[src/rtl/oam_dma.sv]
// ---------------------------------------------------------------------------
// oam_dma -- sprite attribute DMA engine triggered by a CPU write to $4014.
//
// A CPU write latches a source page; the engine then stalls the CPU and
// copies XFER_LEN bytes from RAM page {page, 00..} into OAM, one byte every
// two cycles (READ then WRITE). An optional idle cycle (ALIGN) is inserted
// when the triggering write landed on an odd CPU cycle.
//
// Optional feature: define OAM_DMA_ABORT_EN to add an 'abort' input that
// cancels a running transfer after finishing the byte in flight.
//
// Ports:
//   clk, rst_n        clock, asynchronous active-low reset
//   cpu_wr            one-cycle strobe, CPU write to $4014
//   cpu_wdata[7:0]    source page, sampled with cpu_wr
//   cpu_odd           CPU cycle parity, sampled with cpu_wr
//   abort             (OAM_DMA_ABORT_EN only) cancel the transfer
//   cpu_halt          stalls the CPU while the DMA owns the bus
//   ram_addr[15:0]    RAM address
//   ram_rdata[7:0]    RAM read data (registered by the RAM)
//   ram_rw_n          RAM read/write select (always read)
//   ram_cs_n          RAM chip select, active-low
//   oam_addr[7:0]     OAM write address
//   oam_wdata[7:0]    OAM write data
//   oam_we            OAM write enable, one cycle per byte
//   busy              high from acceptance until back in IDLE
//   done              one-cycle pulse after a complete transfer
// ---------------------------------------------------------------------------
module oam_dma #(
    parameter int XFER_LEN = 256
) (
    input  logic        clk,
    input  logic        rst_n,
    input  logic        cpu_wr,
    input  logic [7:0]  cpu_wdata,
    input  logic        cpu_odd,
`ifdef OAM_DMA_ABORT_EN
    input  logic        abort,
`endif
    output logic        cpu_halt,
    output logic [15:0] ram_addr,
    input  logic [7:0]  ram_rdata,
    output logic        ram_rw_n,
    output logic        ram_cs_n,
    output logic [7:0]  oam_addr,
    output logic [7:0]  oam_wdata,
    output logic        oam_we,
    output logic        busy,
    output logic        done
);

    typedef enum logic [2:0] {
        S_IDLE,
        S_HALT,
        S_ALIGN,
        S_READ,
        S_WRITE
    } state_t;

    // Nine bits so that a full 256-byte transfer can reach its terminal count.
    localparam logic [8:0] LAST_COUNT = 9'(XFER_LEN);

    state_t     state;
    logic [8:0] count;
    logic [8:0] count_nxt;
    logic [7:0] page;
    logic       odd_q;
    logic       abort_pend;
    logic       abort_in;

`ifdef OAM_DMA_ABORT_EN
    assign abort_in = abort;
`else
    assign abort_in = 1'b0;
`endif

    assign count_nxt = count + 9'd1;

    // The DMA never writes RAM.
    assign ram_rw_n  = 1'b1;
    assign cpu_halt  = busy;
    // RAM data is registered, so it is valid during WRITE and is forwarded
    // straight to OAM for the cycle oam_we is high.
    assign oam_wdata = oam_we ? ram_rdata : 8'h00;

    always_ff @(posedge clk or negedge rst_n) begin
        if (!rst_n) begin
            state      <= S_IDLE;
            count      <= 9'd0;
            page       <= 8'h00;
            odd_q      <= 1'b0;
            abort_pend <= 1'b0;
            ram_addr   <= 16'h0000;
            ram_cs_n   <= 1'b1;
            oam_addr   <= 8'h00;
            oam_we     <= 1'b0;
            busy       <= 1'b0;
            done       <= 1'b0;
        end else begin
            case (state)
                S_IDLE: begin
                    done <= 1'b0;
                    if (cpu_wr) begin
                        page       <= cpu_wdata;
                        odd_q      <= cpu_odd;
                        count      <= 9'd0;
                        abort_pend <= 1'b0;
                        busy       <= 1'b1;
                        state      <= S_HALT;
                    end
                end
                S_HALT: begin
                    if (abort_in) begin
                        busy  <= 1'b0;
                        state <= S_IDLE;
                    end else if (odd_q) begin
                        state <= S_ALIGN;
                    end else begin
                        ram_addr <= {page, count[7:0]};
                        ram_cs_n <= 1'b0;
                        state    <= S_READ;
                    end
                end
                S_ALIGN: begin
                    if (abort_in) begin
                        busy  <= 1'b0;
                        state <= S_IDLE;
                    end else begin
                        ram_addr <= {page, count[7:0]};
                        ram_cs_n <= 1'b0;
                        state    <= S_READ;
                    end
                end
                S_READ: begin
                    // Address and chip select stay asserted through WRITE so
                    // the registered RAM keeps driving the data bus.
                    oam_addr <= count[7:0];
                    oam_we   <= 1'b1;
                    if (abort_in) begin
                        abort_pend <= 1'b1;
                    end
                    state <= S_WRITE;
                end
                S_WRITE: begin
                    oam_we <= 1'b0;
                    count  <= count_nxt;
                    if (abort_in || abort_pend) begin
                        abort_pend <= 1'b0;
                        ram_cs_n   <= 1'b1;
                        busy       <= 1'b0;
                        state      <= S_IDLE;
                    end else if (count_nxt == LAST_COUNT) begin
                        ram_cs_n <= 1'b1;
                        busy     <= 1'b0;
                        done     <= 1'b1;
                        state    <= S_IDLE;
                    end else begin
                        // Only the low byte advances; the page never changes.
                        ram_addr <= {page, count_nxt[7:0]};
                        state    <= S_READ;
                    end
                end
                default: begin
                    busy     <= 1'b0;
                    ram_cs_n <= 1'b1;
                    oam_we   <= 1'b0;
                    state    <= S_IDLE;
                end
            endcase
        end
    end

endmodule
[config.mk]
export PLATFORM = sky130hd
export DESIGN_NAME = oam_dma
export DESIGN_NICKNAME = d
export VERILOG_FILES = /design/src/rtl/oam_dma.sv
export SDC_FILE = /design/constraint.sdc
export NUM_CORES = 1
export LEC_CHECK = 0
export CORE_ASPECT_RATIO = 1.25
export CORE_MARGIN = 2
export CORE_UTILIZATION = 52
export DETAILED_ROUTE_END_ITERATION = 7
export GPL_TIMING_DRIVEN = 0
export PLACE_DENSITY = 0.83
export REMOVE_ABC_BUFFERS = 1
export SYNTH_ARGS = -nofsm -noshare
export SYNTH_HDL_FRONTEND = slang
export SYNTH_SLANG_ARGS = --single-unit
export TNS_END_PERCENT = 10
[constraint.sdc]
create_clock -name clk -period 2.86 [get_ports clk]
set_input_delay 0.286 -clock clk [delete_from_list [all_inputs] [get_ports clk]]
set_output_delay 0.286 -clock clk [all_outputs]
set_load 0.005 [all_outputs]
==> results of run 1 <==
-- final timing paths --
| path | endpoint | slack (ns) | cells after the start |
|---|---|---|---|
| hold reg to reg | oam_addr[7] | 0.48 | 2 |
| max in group asynchronous | ram_cs_n | 1.83 | 3 |
| setup / recovery | ram_addr[8] | 0.44 | 5 |
| setup reg to reg | ram_addr[8] | 0.44 | 5 |
| min in group clk | oam_addr[7] | 0.48 | 2 |
| hold / removal | ram_addr[7] | 0.46 | 2 |
-- timing repair --
item / CTS / global route
gates resized for setup: 0 / 0
endpoints found under the hold margin: 19 / 0
hold buffers: 1 / 0
-- layer usage --
metal,wire (µm),share of wire
met2,2500,0.52
met1,1990,0.41
met3,271,0.056
met5,0,0
met4,72,0.015
-- cell families after synthesis --
group	Yosys count	synth area share
xor gates and xnor gates	3	0.0110
buffers and inverters	24	0.0454
adders and majority gates	2	0.0104
and+or+nand+nor	60	0.152
muxes	24	0.113
DFF	49	0.512
other	1	0.00157
AOI/OAI and AO/OA	49	0.154
-- power breakdown --
part	internal [mW]	switching, mW	total (mW)
logic	0.783	0.536	1.32
registers	0.947	0.227	1.17
clock network	0.219	0.219	0.437
total	1.95	0.982	2.93
-- area by class of cell --
cell class | count | area, µm² | area share
clock buffer | 7 | 96.3 | 0.0311
clock inverter | 1 | 5.00 | 0.00161
timing repair buffer | 59 | 593 | 0.191
tap | 58 | 72.6 | 0.0234
multi-input combinational | 139 | 1060 | 0.342
sequential | 49 | 1230 | 0.396
inverter | 11 | 46.3 | 0.0149
-- metrics by stage --
stage	cells	TNS [ns]	utilization	total power, mW
finish	324	0	0.701	2.93
global placement	313	-0.0500	0.670	2.45
global route	324	0	0.701	3.15
detailed placement	314	-0.0594	0.674	2.50
CTS	323	0	0.699	2.95
floorplan	199	0	-	1.91
-- flip-flops by register name (all words and copies together), names as in the netlist --
register	count
ram_addr	16
done	1
oam_we	1
page	8
busy	1
count	9
ram_cs_n	1
oam_addr	8
odd_q	1
state	3
-- Yosys cell counts, types with 2 or more instances --
master | number | area share
sky130_fd_sc_hd__dfrtp_1 | 48 | 0.50
sky130_fd_sc_hd__mux2_2 | 23 | 0.11
sky130_fd_sc_hd__o21ai_0 | 17 | 0.036
sky130_fd_sc_hd__nand2_1 | 13 | 0.020
sky130_fd_sc_hd__inv_1 | 10 | 0.016
sky130_fd_sc_hd__and2_1 | 8 | 0.021
sky130_fd_sc_hd__nor2_1 | 7 | 0.011
sky130_fd_sc_hd__clkbuf_1 | 6 | 0.0094
sky130_fd_sc_hd__nand3_1 | 6 | 0.013
sky130_fd_sc_hd__a21oi_1 | 5 | 0.010
sky130_fd_sc_hd__buf_2 | 5 | 0.010
sky130_fd_sc_hd__nor3_1 | 4 | 0.0084
sky130_fd_sc_hd__a21o_1 | 3 | 0.0094
sky130_fd_sc_hd__nor2b_1 | 3 | 0.0078
sky130_fd_sc_hd__o21a_1 | 3 | 0.0094
sky130_fd_sc_hd__a221oi_1 | 2 | 0.0073
sky130_fd_sc_hd__and4_1 | 2 | 0.0073
sky130_fd_sc_hd__buf_4 | 2 | 0.0063
sky130_fd_sc_hd__ha_1 | 2 | 0.010
sky130_fd_sc_hd__nand2b_1 | 2 | 0.0052
sky130_fd_sc_hd__nand4_1 | 2 | 0.0052
sky130_fd_sc_hd__nor4b_1 | 2 | 0.0073
sky130_fd_sc_hd__o211ai_4 | 2 | 0.018
sky130_fd_sc_hd__o21bai_1 | 2 | 0.0063
sky130_fd_sc_hd__o221ai_1 | 2 | 0.0073
sky130_fd_sc_hd__o31a_1 | 2 | 0.0073
sky130_fd_sc_hd__xor2_1 | 2 | 0.0073
==> impl_metrics.yaml, run 1 <==
status:
  outcome: "complete, no violations"
timing:
  finalClockSkew_ns: 0.00846
  rsz0062_at_grt: "false"
  max_slew_margin: 0.301
  achievable-frequency_ghz: 0.413
  final.period_utilization: 0.846
  hold_ws_ns: 0.462
  timing.final.setup_violations: 0
  layout_setup_ws_ns: 0.439
  final_hold_viol_count: 0
  max_slew.worst_pin.slew_ns: 1.05
  layout_min_cycle_time_ns: 2.42
  finalMaxSlewViolations: 0
synth:
  syn_area_per_cell_um2: 11.3
  register_area_share_after_synthesis: 0.512
  synth_warnings: 0
  netlist_instances: 212
  synth_area_um2: 2400
  synth-seq-cells: 49
  synth-edff-count: 0
  ys_async_sr_fraction: 1.00
  netlist-cell-type-count: 54
  yosys_most_used_dff: "sky130_fd_sc_hd__dfrtp_1"
cells_and_area:
  insertedDiodeCount: 0
  commonest_non_fill_non_tap_cell_in_the_layout: "sky130_fd_sc_hd__clkdlybuf4s50_1"
  post_layout_net_count: 287
  area.growth.synth_to_final_pct: 29.4
  postLayoutCellArea_um2: 3100
  most-common-layout-cells: "sky130_fd_sc_hd__clkdlybuf4s50_1 (55), sky130_fd_sc_hd__dfrtp_1 (48), sky130_fd_sc_hd__mux2_2 (23), sky130_fd_sc_hd__o21ai_0 (17), sky130_fd_sc_hd__nand2_1 (13)"
  drive_above_1_share: 0.165
  fillers: 345
setup_path:
  cp-start-kind: "flip-flop"
  critical_path.cell_chain: "or3b_1 -> clkinv_4 -> o211ai_4 -> and3_2 -> mux2_1"
  timing.critical_path.buf_inv: 1
  worstSetupEndpointType: "flip-flop"
  worst_path_largest_cell_delay_ns: 0.62
  reg2reg_from: "state[1]"
  worstSetupPathType: "reg2reg"
  critPathLaunch: "state[1]"
  cp_max_fo: 17
  critical-path-top-delay-family: "simple AND/OR/NAND/NOR gates"
  worst_ep_arrival_time_ns: 2.62
  critPathSlowestCell: "sky130_fd_sc_hd__dfrtp_1"
  worst-endpoint-required_ns: 3.05
die:
  die_area_um2: 5170
  design.core.area_um2: 4430
  die_w_um: 64.7
  count_of_standard_cell_rows: 27
  io_pins: 58
  height_of_the_chip_um: 79.9
  starting_utilization_of_the_core_area: 0.541
clock_tree:
  ctsLongestPathBuffers: 2
  clock-root-buffer: "sky130_fd_sc_hd__clkbuf_8"
  cts_tree: "yes"
  post-cts-setup-buffer-count: 0
  clk-insertion-delay-late_ns: 0.31
  number_of_clock_buffers_inserted_by_tritoncts: 5
  cts.htree.levels: 2
  cts_sinks: 49
  clk_pin_slew_worst_paths_ns: 0.08
detailed_routing:
  detail_route.wirelength_um: 4830
  route.detailed.vias_per_inst: 5.63
  routed_wire_length_per_instance_um: 14.9
  drt_drc_violations_left: 0
  drt_iter0_markers: 72
  count_of_antenna_violating_nets_left_after_detailed_routing: 0
  drt-pass1-iter-count: 4
  vias: 1825
global_route:
  groute.layer.met2.usage: 0.369
  grt_max_degree: 31
  number_of_antenna_violations_at_the_first_check_in_global_routing: 0
  grt_busiest_layer: "met2"
  grt_pass1_vias: 1826
  gr-usage-met1: 0.247
  grt.met3_usage: 0.0522
  grt_first_pass_wirelength_um: 8370
  globalRouteOverflowTotal: 0
  grtUsageTotal: 0.210
place:
  detailed_place.area_um2: 2980
  worst_setup_slack_post_dpl_ns: -0.0594
  place.gp.congestion: 0.828
  portbufs: 56
  hpwl_um: 3320
pwr:
  worst_ir_drop_vdd_v: 0.000708
  power_density_nw_per_um2: 945
  p_leak_nw: 1.30
min_path:
  hold_path.class: "in2async"
job:
  drv.max_cap_violation_count: 0
Power figures use the tool's default switching activity.
==> inputs of run 2 (changes only) <==
--- a/config.mk
+++ b/config.mk
@@ -7,10 +7,10 @@
 export LEC_CHECK = 0
 export CORE_ASPECT_RATIO = 1.25
 export CORE_MARGIN = 2
-export CORE_UTILIZATION = 52
+export CORE_UTILIZATION = 49
 export DETAILED_ROUTE_END_ITERATION = 7
 export GPL_TIMING_DRIVEN = 0
-export PLACE_DENSITY = 0.83
+export PLACE_DENSITY = 0.79
 export REMOVE_ABC_BUFFERS = 1
 export SYNTH_ARGS = -nofsm -noshare
 export SYNTH_HDL_FRONTEND = slang
==> constraint.sdc (replaced) <==
create_clock -name clk -period 2.3 [get_ports clk]
set_input_delay 0.23 -clock clk [delete_from_list [all_inputs] [get_ports clk]]
set_output_delay 0.23 -clock clk [all_outputs]
set_load 0.005 [all_outputs]
==> run 2 against run 1 <==
Against the previous run:
- non-clock buffer count rose by 1
- first-iteration DRC count fell by 5.6%
- critical path depth did not move
- combinational power rose by 24%
- global-route usage fell by 1.7 points
- worst hold slack got worse by 0.072 ns
- sequential power rose by 26%
- highest routed layer unchanged
- worst setup slack got worse by 0.34 ns
- sequential cell count did not move
- die area rose by 5.8%
- critical endpoint is now ram_addr[3]
- design area rose by 0.16%
==> impl_metrics.yaml, run 2 (synthesis gave the netlist of run 1 again) <==
status:
  outcome: "complete, no violations"
global_route:
  grtUsageTotal: 0.193
  grt_max_degree: 32
  grt_pass1_vias: 1748
  grt_first_pass_wirelength_um: 8090
  number_of_antenna_violations_at_the_first_check_in_global_routing: 0
  globalRouteOverflowTotal: 0
cells_and_area:
  largest_register_ffs: 16
  area.growth.synth_to_final_pct: 29.6
  fillers: 395
  largest-register: "ram_addr"
  most-common-layout-cells: "sky130_fd_sc_hd__clkdlybuf4s50_1 (55), sky130_fd_sc_hd__dfrtp_1 (48), sky130_fd_sc_hd__mux2_2 (23), sky130_fd_sc_hd__o21ai_0 (17), sky130_fd_sc_hd__nand2_1 (13)"
  commonest_non_fill_non_tap_cell_in_the_layout: "sky130_fd_sc_hd__clkdlybuf4s50_1"
  drive_above_1_share: 0.169
  post_layout_net_count: 288
  insertedDiodeCount: 0
  top_regs: "ram_addr x16, count x9"
detailed_routing:
  vias: 1830
  drt_iter0_markers: 68
  routed_wire_length_per_instance_um: 14.5
  count_of_antenna_violating_nets_left_after_detailed_routing: 0
  drt_drc_violations_left: 0
  drt-pass1-iter-count: 4
  detail_route.wirelength_um: 4750
  route.detailed.vias_per_inst: 5.60
setup_path:
  worst-endpoint-required_ns: 2.49
  worst_r2r_endpoint: "ram_addr[3]"
  worst_ep_arrival_time_ns: 2.40
  worstSetupEndpointType: "flip-flop"
  r2r_cells: 5
  setup.reg_to_reg.worst_slack_ns: 0.1
  reg2reg_from: "state[1]"
  cp_max_fo: 17
  worstSetupPathType: "reg2reg"
  cp-start-kind: "flip-flop"
clock_tree:
  cts.htree.levels: 2
  ctsLongestPathBuffers: 2
  cts_tree: "yes"
  number_of_clock_buffers_inserted_by_tritoncts: 5
  clock-root-buffer: "sky130_fd_sc_hd__clkbuf_8"
  clk_pin_slew_worst_paths_ns: 0.09
  cts_sinks: 49
  clk-insertion-delay-late_ns: 0.30
timing:
  layout_min_cycle_time_ns: 2.20
  achievable-frequency_ghz: 0.454
  final.period_utilization: 0.957
  max_slew_margin: 0.630
  rsz0062_at_grt: "false"
  finalClockSkew_ns: 0.00949
  layout_setup_ws_ns: 0.0980
  timing.final.setup_violations: 0
  max_slew.worst_pin.slew_ns: 0.555
  final_hold_viol_count: 0
  setup_total_negative_slack_ns: 0
  finalMaxSlewViolations: 0
die:
  starting_utilization_of_the_core_area: 0.507
  io_pins: 58
  design.core.area_um2: 4730
  die_area_um2: 5470
  height_of_the_chip_um: 82.2
  die_w_um: 66.5
  count_of_standard_cell_rows: 28
pwr:
  power.share.sequential: 0.409
  internal_power_mw: 2.38
  design_power_total_mw: 3.60
  p_sw_frac: 0.339
  worst_ir_drop_vdd_v: 0.000724
  clockPowerShare: 0.135
  p_leak_nw: 1.30
  switchingPower_mw: 1.22
  power_density_nw_per_um2: 1160
  share_comb_of_total_power: 0.455
min_path:
  hold_path.class: "in2async"
place:
  worst_setup_slack_post_dpl_ns: -0.124
  place.gp.congestion: 0.802
  hpwl_um: 3430
  portbufs: 56
job:
  drv.max_cap_violation_count: 0
-- run 2: changes by cell type in the layout (fill, tap and decap cells not counted) --
cell | previous run | this run
sky130_fd_sc_hd__clkbuf_8 | 7 | 5
sky130_fd_sc_hd__nor4b_2 | 1 | 0
sky130_fd_sc_hd__nor4b_4 | 0 | 1
sky130_fd_sc_hd__or3b_1 | 1 | 0
sky130_fd_sc_hd__a21oi_2 | 0 | 1
sky130_fd_sc_hd__clkbuf_1 | 0 | 2
sky130_fd_sc_hd__buf_4 | 1 | 2
sky130_fd_sc_hd__a21oi_1 | 5 | 4
sky130_fd_sc_hd__or3b_4 | 0 | 1
-- run 2: repair_timing --
| item | CTS | global route |
|---|---|---|
| endpoints found under the hold margin | 18 | 0 |
| pin swaps | 1 | 2 |
| setup endpoints to repair | 14 | 2 |
| buffers inserted | 0 | 2 |
| hold buffers | 1 | 0 |
| resized for setup | 2 | 0 |
-- run 2: critical path: stages (launching register included) --
cell and delay (ns):
sky130_fd_sc_hd__dfrtp_1 0.58, sky130_fd_sc_hd__or3b_4 0.59, sky130_fd_sc_hd__clkinv_4 0.14, sky130_fd_sc_hd__o211ai_4 0.15, sky130_fd_sc_hd__and3_2 0.29, sky130_fd_sc_hd__a221o_1 0.35
-- run 2: final cells by class --
cell class | count | area (µm²) | area share
flip-flops and latches | 49 | 1230 | 0.395
well taps | 60 | 75.1 | 0.0242
clock buffers | 7 | 76.3 | 0.0246
repair buffers | 60 | 601 | 0.193
inverters | 11 | 46.3 | 0.0149
multi-input cells | 139 | 1070 | 0.346
clock inverters | 1 | 5.00 | 0.00161
-- run 2: layer usage --
| metal | GRT usage | share of wire | up-vias |
|---|---|---|---|
| li1 | - | - | 871 |
| met1 | 0.246 | 0.44 | 900 |
| met2 | 0.321 | 0.49 | 53 |
| met3 | 0.0461 | 0.054 | 6 |
| met4 | 0.0673 | 0.014 | 0 |
| met5 | 0 | 0 | - |
-- run 2: how the worst max path moves through the flow --
stage / start / end / slack [ns] / cells after the start
final: state[1] / ram_addr[3] / 0.1 / 5
after global routing: state[1] / ram_addr[7] / 0.002 / 5
after CTS: state[1] / count[8] / 0.002 / 4
after detailed placement: state[1] / ram_addr[8] / -0.12 / 5
after global placement: cpu_wr / count[8] / -0.60 / 5
after floorplan: state[1] / count[8] / 0.17 / 4
-- run 2: per-stage QoR --
stage | utilization | hold WS (ns) | cell area [µm²] | std cells
3_3_place_gp | 0.628 | 0.460 | 2970 | 315
5_1_grt | 0.657 | 0.434 | 3110 | 327
6_report | 0.657 | 0.391 | 3110 | 327
2_1_floorplan | - | -0.0656 | 2330 | 199
4_1_cts | 0.653 | 0.405 | 3090 | 325
3_5_place_dp | 0.633 | 0.195 | 2990 | 316
-- run 2: power groups by stage --
stage | sequential, mW | combinational [mW] | clock [mW]
3_3_place_gp | 1.46 | 1.59 | 0
5_1_grt | 1.53 | 1.81 | 0.535
6_report | 1.48 | 1.64 | 0.488
3_5_place_dp | 1.49 | 1.64 | 0
2_1_floorplan | 1.43 | 0.942 | 0
4_1_cts | 1.48 | 1.66 | 0.493
